## src/rtl/cond_pkg.sv

```systemverilog
// Shared condition-code constants, flag bit positions and the pipelined control bundle
// used by the conditional-execution logic.
package cond_pkg;

    localparam logic [3:0] EQ = 4'b0000;
    localparam logic [3:0] NE = 4'b0001;
    localparam logic [3:0] CS = 4'b0010;
    localparam logic [3:0] CC = 4'b0011;
    localparam logic [3:0] MI = 4'b0100;
    localparam logic [3:0] PL = 4'b0101;
    localparam logic [3:0] VS = 4'b0110;
    localparam logic [3:0] VC = 4'b0111;
    localparam logic [3:0] HI = 4'b1000;
    localparam logic [3:0] LS = 4'b1001;
    localparam logic [3:0] GE = 4'b1010;
    localparam logic [3:0] LT = 4'b1011;
    localparam logic [3:0] GT = 4'b1100;
    localparam logic [3:0] LE = 4'b1101;
    localparam logic [3:0] AL = 4'b1110;
    localparam logic [3:0] NV = 4'b1111;

    localparam int unsigned FlagN = 3;
    localparam int unsigned FlagZ = 2;
    localparam int unsigned FlagC = 1;
    localparam int unsigned FlagV = 0;

    localparam int unsigned FailCountWidth = 16;

    typedef struct packed {
        logic pcsrc;
        logic regwrite;
        logic memwrite;
        logic valid;
    } m_ctrl_t;

endpackage

```

## src/rtl/cond_logic_if.sv

```systemverilog
// Execute-stage control bundle between the decoder/ALU side and the conditional logic.
interface cond_logic_if;
    logic        Valid;
    logic        Stall;
    logic        Flush;
    logic [3:0]  Cond;
    logic [3:0]  ALUFlags;
    logic [1:0]  Flagw;
    logic        PCS;
    logic        RegWR;
    logic        MemWR;
    logic        NoWrite;
    logic        PCSrc;
    logic        RegWrite;
    logic        MemWrite;
    logic        CondEx;
    logic [3:0]  Flags;
    logic        PCSrcM;
    logic        RegWriteM;
    logic        MemWriteM;
    logic        ValidM;
    logic [15:0] FailCount;

    modport master (
        output Valid, Stall, Flush, Cond, ALUFlags, Flagw, PCS, RegWR, MemWR, NoWrite,
        input  PCSrc, RegWrite, MemWrite, CondEx, Flags, PCSrcM, RegWriteM, MemWriteM,
               ValidM, FailCount
    );

    modport slave (
        input  Valid, Stall, Flush, Cond, ALUFlags, Flagw, PCS, RegWR, MemWR, NoWrite,
        output PCSrc, RegWrite, MemWrite, CondEx, Flags, PCSrcM, RegWriteM, MemWriteM,
               ValidM, FailCount
    );
endinterface

```

## src/rtl/cond_check.sv

```systemverilog
// Purely combinational evaluation of an instruction condition field against the
// architectural {N,Z,C,V} flags.
module cond_check
    import cond_pkg::*;
(
    input  logic [3:0] Cond,
    input  logic [3:0] Flags,
    output logic       CondEx
);
    logic n, z, c, v;

    assign n = Flags[FlagN];
    assign z = Flags[FlagZ];
    assign c = Flags[FlagC];
    assign v = Flags[FlagV];

    always_comb begin
        CondEx = 1'b0;
        case (Cond)
            EQ: CondEx = z;
            NE: CondEx = ~z;
            CS: CondEx = c;
            CC: CondEx = ~c;
            MI: CondEx = n;
            PL: CondEx = ~n;
            VS: CondEx = v;
            VC: CondEx = ~v;
            HI: CondEx = c & ~z;
            LS: CondEx = ~c | z;
            GE: CondEx = (n == v);
            LT: CondEx = (n != v);
            GT: CondEx = ~z & (n == v);
            LE: CondEx = z | (n != v);
            AL: CondEx = 1'b1;
            NV: CondEx = 1'b0;
            default: CondEx = 1'b0;
        endcase
    end
endmodule

```

## src/rtl/cond_logic.sv

```systemverilog
// Conditional-execution unit: gates decoder write/branch controls by the condition field,
// owns the flag register, the M-stage control copy and the annulled-instruction counter.
module cond_logic
    import cond_pkg::*;
(
    input logic         clk,
    input logic         rst_n,
    cond_logic_if.slave bus
);
    logic [3:0]                flags_q;
    m_ctrl_t                   m_d, m_q;
    logic [FailCountWidth-1:0] fail_count_q;
    logic                      cond_ex;
    logic                      commit;
    logic                      fire;

    cond_check u_cond_check (
        .Cond   (bus.Cond),
        .Flags  (flags_q),
        .CondEx (cond_ex)
    );

    // Flush outranks Stall, which outranks Valid.
    assign commit = bus.Valid & ~bus.Stall & ~bus.Flush;
    assign fire   = commit & cond_ex;

    always_comb begin
        m_d          = '0;
        m_d.pcsrc    = fire & bus.PCS;
        m_d.regwrite = fire & bus.RegWR & ~bus.NoWrite;
        m_d.memwrite = fire & bus.MemWR;
        m_d.valid    = fire;
    end

    always_ff @(posedge clk or negedge rst_n) begin
        if (!rst_n) begin
            flags_q <= '0;
        end else begin
            if (fire && bus.Flagw[1]) begin
                flags_q[FlagN:FlagZ] <= bus.ALUFlags[FlagN:FlagZ];
            end
            if (fire && bus.Flagw[0]) begin
                flags_q[FlagC:FlagV] <= bus.ALUFlags[FlagC:FlagV];
            end
        end
    end

    always_ff @(posedge clk or negedge rst_n) begin
        if (!rst_n) begin
            m_q <= '0;
        end else begin
            m_q <= m_d;
        end
    end

    always_ff @(posedge clk or negedge rst_n) begin
        if (!rst_n) begin
            fail_count_q <= '0;
        end else if (commit && !cond_ex && (fail_count_q != '1)) begin
            fail_count_q <= fail_count_q + 1'b1;
        end
    end

    assign bus.PCSrc     = m_d.pcsrc;
    assign bus.RegWrite  = m_d.regwrite;
    assign bus.MemWrite  = m_d.memwrite;
    assign bus.CondEx    = cond_ex;
    assign bus.Flags     = flags_q;
    assign bus.PCSrcM    = m_q.pcsrc;
    assign bus.RegWriteM = m_q.regwrite;
    assign bus.MemWriteM = m_q.memwrite;
    assign bus.ValidM    = m_q.valid;
    assign bus.FailCount = fail_count_q;
endmodule

```

## src/flat_wrapper.sv

```systemverilog
// flat-port wrapper written by rule: the top's interface ports become plain ports
module cond_logic_flat import cond_pkg::*;
  (clk, rst_n, bus_Valid, bus_Stall, bus_Flush, bus_Cond, bus_ALUFlags, bus_Flagw, bus_PCS, bus_RegWR, bus_MemWR, bus_NoWrite, bus_PCSrc, bus_RegWrite, bus_MemWrite, bus_CondEx, bus_Flags, bus_PCSrcM, bus_RegWriteM, bus_MemWriteM, bus_ValidM, bus_FailCount);
  cond_logic_if bus_i ();
  input logic clk;
  input logic rst_n;
  input wire logic [$bits(bus_i.Valid)-1:0] bus_Valid;
  input wire logic [$bits(bus_i.Stall)-1:0] bus_Stall;
  input wire logic [$bits(bus_i.Flush)-1:0] bus_Flush;
  input wire logic [$bits(bus_i.Cond)-1:0] bus_Cond;
  input wire logic [$bits(bus_i.ALUFlags)-1:0] bus_ALUFlags;
  input wire logic [$bits(bus_i.Flagw)-1:0] bus_Flagw;
  input wire logic [$bits(bus_i.PCS)-1:0] bus_PCS;
  input wire logic [$bits(bus_i.RegWR)-1:0] bus_RegWR;
  input wire logic [$bits(bus_i.MemWR)-1:0] bus_MemWR;
  input wire logic [$bits(bus_i.NoWrite)-1:0] bus_NoWrite;
  output wire logic [$bits(bus_i.PCSrc)-1:0] bus_PCSrc;
  output wire logic [$bits(bus_i.RegWrite)-1:0] bus_RegWrite;
  output wire logic [$bits(bus_i.MemWrite)-1:0] bus_MemWrite;
  output wire logic [$bits(bus_i.CondEx)-1:0] bus_CondEx;
  output wire logic [$bits(bus_i.Flags)-1:0] bus_Flags;
  output wire logic [$bits(bus_i.PCSrcM)-1:0] bus_PCSrcM;
  output wire logic [$bits(bus_i.RegWriteM)-1:0] bus_RegWriteM;
  output wire logic [$bits(bus_i.MemWriteM)-1:0] bus_MemWriteM;
  output wire logic [$bits(bus_i.ValidM)-1:0] bus_ValidM;
  output wire logic [$bits(bus_i.FailCount)-1:0] bus_FailCount;
  assign bus_i.Valid = bus_Valid;
  assign bus_i.Stall = bus_Stall;
  assign bus_i.Flush = bus_Flush;
  assign bus_i.Cond = bus_Cond;
  assign bus_i.ALUFlags = bus_ALUFlags;
  assign bus_i.Flagw = bus_Flagw;
  assign bus_i.PCS = bus_PCS;
  assign bus_i.RegWR = bus_RegWR;
  assign bus_i.MemWR = bus_MemWR;
  assign bus_i.NoWrite = bus_NoWrite;
  assign bus_PCSrc = bus_i.PCSrc;
  assign bus_RegWrite = bus_i.RegWrite;
  assign bus_MemWrite = bus_i.MemWrite;
  assign bus_CondEx = bus_i.CondEx;
  assign bus_Flags = bus_i.Flags;
  assign bus_PCSrcM = bus_i.PCSrcM;
  assign bus_RegWriteM = bus_i.RegWriteM;
  assign bus_MemWriteM = bus_i.MemWriteM;
  assign bus_ValidM = bus_i.ValidM;
  assign bus_FailCount = bus_i.FailCount;
  cond_logic u_core (.clk(clk), .rst_n(rst_n), .bus(bus_i));
endmodule
```

## config.mk

```make
export PLATFORM = sky130hd
export DESIGN_NAME = cond_logic_flat
export DESIGN_NICKNAME = d
export VERILOG_FILES = /design/src/rtl/cond_pkg.sv /design/src/rtl/cond_logic_if.sv /design/src/rtl/cond_check.sv /design/src/rtl/cond_logic.sv /design/src/flat_wrapper.sv
export SDC_FILE = /design/constraint.sdc
export NUM_CORES = 1
export LEC_CHECK = 0
export BUFFER_PORTS_ARGS = -buffer_cell sky130_fd_sc_hd__buf_2
export CAP_MARGIN = 40
export CORE_ASPECT_RATIO = 0.6
export CORE_UTILIZATION = 51
export CTS_CLUSTER_DIAMETER = 80
export DETAILED_ROUTE_END_ITERATION = 8
export GPL_ROUTABILITY_DRIVEN = 0
export MAX_ROUTING_LAYER = met4
export PLACE_DENSITY = 0.86
export SETUP_SLACK_MARGIN = 0.05
export SYNTH_ARGS = -nofsm -noshare
export SYNTH_HDL_FRONTEND = slang
export SYNTH_SLANG_ARGS = --single-unit
```

## constraint.sdc

```tcl
create_clock -name clk -period 5.6 [get_ports clk]
set_input_delay 0 -clock clk [delete_from_list [all_inputs] [get_ports clk]]
set_output_delay 0 -clock clk [all_outputs]
set_load 0.05 [all_outputs]
```

==> results_dict.tcl, run 1 <==
set metrics [dict create \
    status "finished clean" \
    dr.pass1.iters 4 \
    areaGrowthSynthToFinish_pct 32.1 \
    synth-edff-count 0 \
    reg2reg_to "u_core.bus.Flags[1]" \
    core_sq_um 2200 \
    yosys_warnings 0 \
    syn_nets 124 \
    finalHoldViolCount 0 \
    die_width_um 64.8 \
    antenna_found_initial 0 \
    path_class "register to output port" \
    initial_utilization 0.549 \
    r2r_slack_ns 3.31 \
    ys_ff_latch 24 \
    post-dp-hpwl_um 2130 \
    synth_top_cell_by_area "dfrtp_1" \
    yosysMostFrequentCell "dfrtp_1" \
    vdd.ir_drop.worst_mv 0.221 \
    drt_iter0_drc 143 \
    r2r-start "u_core.bus.Flags[1]" \
    clock_skew_ns 0.00580 \
    hold_class "input pin to register" \
    ios 47 \
    worst_setup_path_start_kind "register" \
    critical_path.endpoint_type "output port" \
    synth-main-ff-cell "dfrtp_1" \
    stdcell_area_sq_um 1590 \
    min_period_ns 2.35 \
    grt_usage 0.267 \
    cp.required_ns 5.60 \
    utilization 0.725 \
    tightest_slew_ns 0.542 \
    num_vias 1048 \
    setup_slack_ns 3.25 \
    crit_chain "nor3b_1 -> a21oi_1 -> o211ai_1 -> a21boi_1 -> o21a_1 -> and3b_1 -> buf_2" \
    cts_sinks 24 \
    first_global_vias 974 \
    io_buffers 46 \
    pwr_density_cell_nw_per_um2 401 \
    die-area_sq_um 2570 \
    synth_area_leaders "dfrtp_1 (50%), xnor2_1 (12%), nand4_1 (3.1%)" \
    layout-drive-gt1-share 0.361 \
    die_y_um 39.7 \
    avgViaCountPerCell 5.57 \
    synth_area_sq_um 1210 \
    rsz0062_at_grt "false" \
    setup_tns_ns 0 \
    path_buf_inv 1 \
    synth.distinct_cells 36 \
    htree_levels 1 \
    drt-total-wl_um 2980 \
    numCtsBuffers 3 \
    drv_cap 0 \
    cts_buffer_depth 2 \
    grt_pass1_wl_um 4700 \
    fmax_mhz 425 \
    cp_max_fo 6 \
    grt_max_degree 25 \
    slew_headroom 0.637 \
    syn-mean-instance-area_sq_um 11.6 \
    finalMaxSlewViolations 0 \
    hold_ws_ns 0.0104 \
    synthDominantCellAreaShare 0.498 \
    row_count 13 \
    setup_violations 0 \
    critical-path-top-delay-family "compound AO/OA/AOI/OAI gates" \
    min_period_over_period 0.420 \
    ys_seq_area_frac 0.498 \
    cts_tree "yes" \
    clk_latency_ns 0.27 \
    overflow 0 \
    post-route-drc-count 0 \
    critPathCapture "bus_RegWrite" \
    cp.depth 7 \
    synthTopCellsByCount "dfrtp_1 (24), xnor2_1 (16), nand3_1 (7)" \
    pre_cts_ws_ns 3.38 \
    nets 179 \
    synthArstFlopShare 1.00 \
    reg2regPathDepth 7 \
    cts-root-buf "clkbuf_8" \
    max_stage_delay_ns 0.46 \
    diodes 0 \
    leakage_nw 0.797 \
    ant_nets 0 \
    clkTransAtPathRegs_ns 0.08 \
    dpl_cell_area_sq_um 1450 \
    critPathLaunch "u_core.bus.Flags[1]" \
    crit_slowest_cell "dfrtp_1" \
    arrival_ns 2.35 \
    synth_cells 104 \
    routedWlPerCell_um 15.8 \
]
-- per-stage QoR --
step / instances / power [mW]
after detailed placement: 177 / 0.482
after floorplan: 104 / 0.417
after global placement: 177 / 0.467
after global routing: 188 / 0.661
after CTS: 188 / 0.635
final: 188 / 0.638
-- timing repair --
action / CTS / global route
setup buffers: 0 / 0
resized for setup: 0 / 0
hold endpoints to repair: 30 / 0
hold buffers: 7 / 0
-- placed cells by master (no fill, tap or decap), types with 2 or more instances in the layout --
| master | Yosys | routed |
|---|---|---|
| nand2_1 | 6 | 6 |
| mux2_2 | 3 | 3 |
| buf_2 | 0 | 46 |
| dfrtp_1 | 24 | 24 |
| mux2_1 | 3 | 3 |
| nand3_1 | 7 | 7 |
| and2_1 | 4 | 4 |
| dlygate4sd3_1 | 0 | 7 |
| clkbuf_8 | 0 | 3 |
| and3_1 | 5 | 5 |
| inv_1 | 2 | 2 |
| nand4_1 | 6 | 6 |
| nor3b_1 | 2 | 2 |
| xnor2_1 | 16 | 16 |
| o21ai_0 | 2 | 2 |
-- where the power goes --
| part | switching, mW | total, mW | leakage, nW | internal [mW] |
|---|---|---|---|---|
| combinational | 0.174 | 0.250 | 0.439 | 0.0752 |
| sequential | 0.0367 | 0.237 | 0.322 | 0.200 |
| clock | 0.0563 | 0.152 | 0.0357 | 0.0956 |
| total | 0.267 | 0.638 | 0.797 | 0.371 |
-- cells by family (layout without fill, tap and decap cells) --
logic type,after synthesis,count (layout),share of synthesized area
xor gates and xnor gates,17,17,0.123
muxes,7,7,0.0643
adders and majority gates,1,1,0.0104
buffers and inverters,5,59,0.0249
and+or+nand+nor,38,38,0.203
AOI/OAI and AO/OA,12,12,0.0757
DFF,24,24,0.498
-- metal layers --
metal	global-route usage	share of wire	wire, um	vias to the layer above
li1	-	-	-	478
met1	0.325	0.40	1200	515
met2	0.484	0.52	1560	53
met3	0.0436	0.065	193	2
met4	0.0500	0.0064	19	0
met5	-	0	0	-
-- final cells by class --
type                            count  area [sq um]
Fill cell                         153           603
Timing Repair Buffer               53           300
Sequential cell                    24           601
Tap cell                           30          37.5
Clock inverter                      1          30.0
Inverter                            2          7.51
Clock buffer                        3          41.3
Multi-Input combinational cell     75           576
-- sequential cells by signal (all words and copies together), names as in the netlist --
name	cells
u_core.bus.Flags	4
u_core.bus.ValidM	1
u_core.bus.PCSrcM	1
u_core.bus.MemWriteM	1
u_core.bus.FailCount	16
u_core.bus.RegWriteM	1
-- how the worst min path moves through the flow --
stage          depth (start not counted)                      end  slack [ns]        start
3_3_place_gp                           1  u_core.bus.FailCount[4]       -0.01        rst_n
2_1_floorplan                          0  u_core.bus.FailCount[0]       -0.30        rst_n
6_report                               2     u_core.bus.RegWriteM        0.01    bus_RegWR
4_1_cts                                2     u_core.bus.RegWriteM        0.01    bus_RegWR
5_1_grt                                2     u_core.bus.RegWriteM       0.009  bus_NoWrite
3_5_place_dp                           1  u_core.bus.FailCount[5]       0.004        rst_n
Note: power is estimated with default switching activity, not from simulation.
==> inputs of run 2 (changes only) <==
--- a/config.mk
+++ b/config.mk
@@ -8,12 +8,12 @@
 export BUFFER_PORTS_ARGS = -buffer_cell sky130_fd_sc_hd__buf_2
 export CAP_MARGIN = 40
 export CORE_ASPECT_RATIO = 0.6
-export CORE_UTILIZATION = 51
+export CORE_UTILIZATION = 47
 export CTS_CLUSTER_DIAMETER = 80
 export DETAILED_ROUTE_END_ITERATION = 8
 export GPL_ROUTABILITY_DRIVEN = 0
 export MAX_ROUTING_LAYER = met4
-export PLACE_DENSITY = 0.86
+export PLACE_DENSITY = 0.8
 export SETUP_SLACK_MARGIN = 0.05
 export SYNTH_ARGS = -nofsm -noshare
 export SYNTH_HDL_FRONTEND = slang
==> constraint.sdc (replaced) <==
create_clock -name clk -period 2.3 [get_ports clk]
set_input_delay 0 -clock clk [delete_from_list [all_inputs] [get_ports clk]]
set_output_delay 0 -clock clk [all_outputs]
set_load 0.05 [all_outputs]
==> run 2 against run 1 <==
  * Hold slack improved by 0.0088 ns
  * Final area rose by 2.5%
  * Global-route usage fell by 1.9 points
  * Via count fell by 3.2%
  * Combinational power rose by 140%
  * Worst setup slack got worse by 3.0 ns
  * Highest routed layer is now met3
==> results_dict.tcl, run 2 (synthesized netlist as in run 1, its figures left out) <==
set metrics [dict create \
    reg2regPathDepth 8 \
    hold_ws_ns 0.0192 \
    holdPathStages 2 \
    core_sq_um 2290 \
    total_power_mw 1.56 \
    cts-root-buf "clkbuf_8" \
    layout_commonest_cell "buf_2" \
    pre_cts_ws_ns 0.241 \
    io_buffers 46 \
    rsz0062_at_grt "false" \
    setup_tns_ns 0 \
    drv_cap 0 \
    r2r-start "u_core.bus.FailCount[0]" \
    cts_buffer_depth 2 \
    dr.pass1.iters 4 \
    post-route-drc-count 0 \
    final_cells 190 \
    finalHoldViolCount 0 \
    row_count 13 \
    reg2reg_to "u_core.bus.FailCount[1]" \
    worst_setup_path_start_kind "register" \
    layout_common_cells "buf_2 (45), dfrtp_1 (20), xnor2_1 (15), nand3_1 (7), dlygate4sd3_1 (7)" \
    grt_usage 0.248 \
    grt_max_degree 25 \
    min_period_ns 2.10 \
    cp_max_fo 6 \
    hold_start "bus_RegWR" \
    die_width_um 67.4 \
    crit_slowest_cell "dfrtp_2" \
    finalMaxSlewViolations 0 \
    routedWlPerCell_um 15.0 \
    min_to "u_core.bus.RegWriteM" \
    cts_tree "yes" \
    status "finished clean" \
    htree_levels 1 \
    setup_slack_ns 0.202 \
    drt_iter0_drc 76 \
    drt-total-wl_um 2840 \
    cts_sinks 24 \
    ios 47 \
    post-dp-hpwl_um 2050 \
    max_stage_delay_ns 0.44 \
    num_vias 1014 \
    path_class "register to output port" \
    ant_nets 0 \
    utilization 0.712 \
    numCtsBuffers 3 \
    grt_pass1_wl_um 4640 \
    slew_headroom 0.655 \
    vdd.ir_drop.worst_mv 0.486 \
    nets 181 \
    die_y_um 41.2 \
    first_global_vias 992 \
    min_period_over_period 0.912 \
    areaGrowthSynthToFinish_pct 35.4 \
    die-area_sq_um 2780 \
    leakage_nw 0.812 \
    postCtsSetupBuffers 0 \
    overflow 0 \
    stdcell_area_sq_um 1630 \
    diodes 0 \
    clkTransAtPathRegs_ns 0.08 \
    cp.required_ns 2.30 \
    pwr_density_cell_nw_per_um2 957 \
    dp_cells 179 \
    largest_reg_flops 16 \
    antenna_found_initial 0 \
    layout-drive-gt1-share 0.419 \
    avgViaCountPerCell 5.34 \
    tightest_slew_ns 0.517 \
    fmax_mhz 477 \
    hold_class "input pin to register" \
    clock_skew_ns 0.00211 \
    arrival_ns 2.10 \
    setup_violations 0 \
    critical_path.endpoint_type "output port" \
    clk_latency_ns 0.27 \
    initial_utilization 0.526 \
    dpl_cell_area_sq_um 1480 \
    crit_chain "mux2i_1 -> xnor2_1 -> a32oi_1 -> o22ai_2 -> o21a_2 -> and3b_1 -> clkbuf_4" \
    r2r_slack_ns 0.21 \
]
==> run 2: worst max-delay path by stage <==
stage	end	depth (start not counted)	start
2_1_floorplan	u_core.bus.FailCount[3]	9	u_core.bus.FailCount[0]
3_3_place_gp	u_core.bus.Flags[3]	6	u_core.bus.Flags[2]
3_5_place_dp	u_core.bus.Flags[1]	6	u_core.bus.Flags[2]
4_1_cts	bus_RegWrite	6	u_core.bus.Flags[2]
5_1_grt	bus_RegWrite	7	u_core.bus.Flags[0]
6_report	bus_RegWrite	7	u_core.bus.Flags[0]
==> run 2: worst max-delay path, delay by kind of cell, from the launching register on <==
family,cells,cell delay (ns)
AO/OA/AOI/OAI,3,0.72
XOR/XNOR,1,0.09
buffers and inverters,1,0.21
flip-flops,1,0.44
multiplexers,1,0.18
AND/OR/NAND/NOR,1,0.18
==> run 2: area by class of cell <==
| type | count | area, sq um |
|---|---|---|
| clock inverters | 1 | 30.0 |
| repair buffers | 55 | 318 |
| well taps | 30 | 37.5 |
| flip-flops and latches | 24 | 606 |
| fillers | 165 | 661 |
| inverters | 2 | 7.51 |
| multi-input cells | 75 | 593 |
| clock buffers | 3 | 41.3 |
==> run 2: power breakdown <==
group          internal [mW]  switching (mW)
combinational          0.195           0.414
sequential             0.493          0.0917
clock                  0.233           0.136
==> run 2: what timing repair did <==
item / 4_1_cts / 5_1_grt
gates resized for setup: 0 / 4
hold buffers: 7 / 0
hold endpoints to repair: 30 / 0
endpoints found under the setup margin: 0 / 3
==> run 2: layer usage <==
layer,track usage,part of all wire,up-vias
met5,-,0,-
li1,-,-,487
met1,0.295,0.45,488
met3,0.0694,0.058,0
met2,0.423,0.49,39
met4,0.0691,0,0
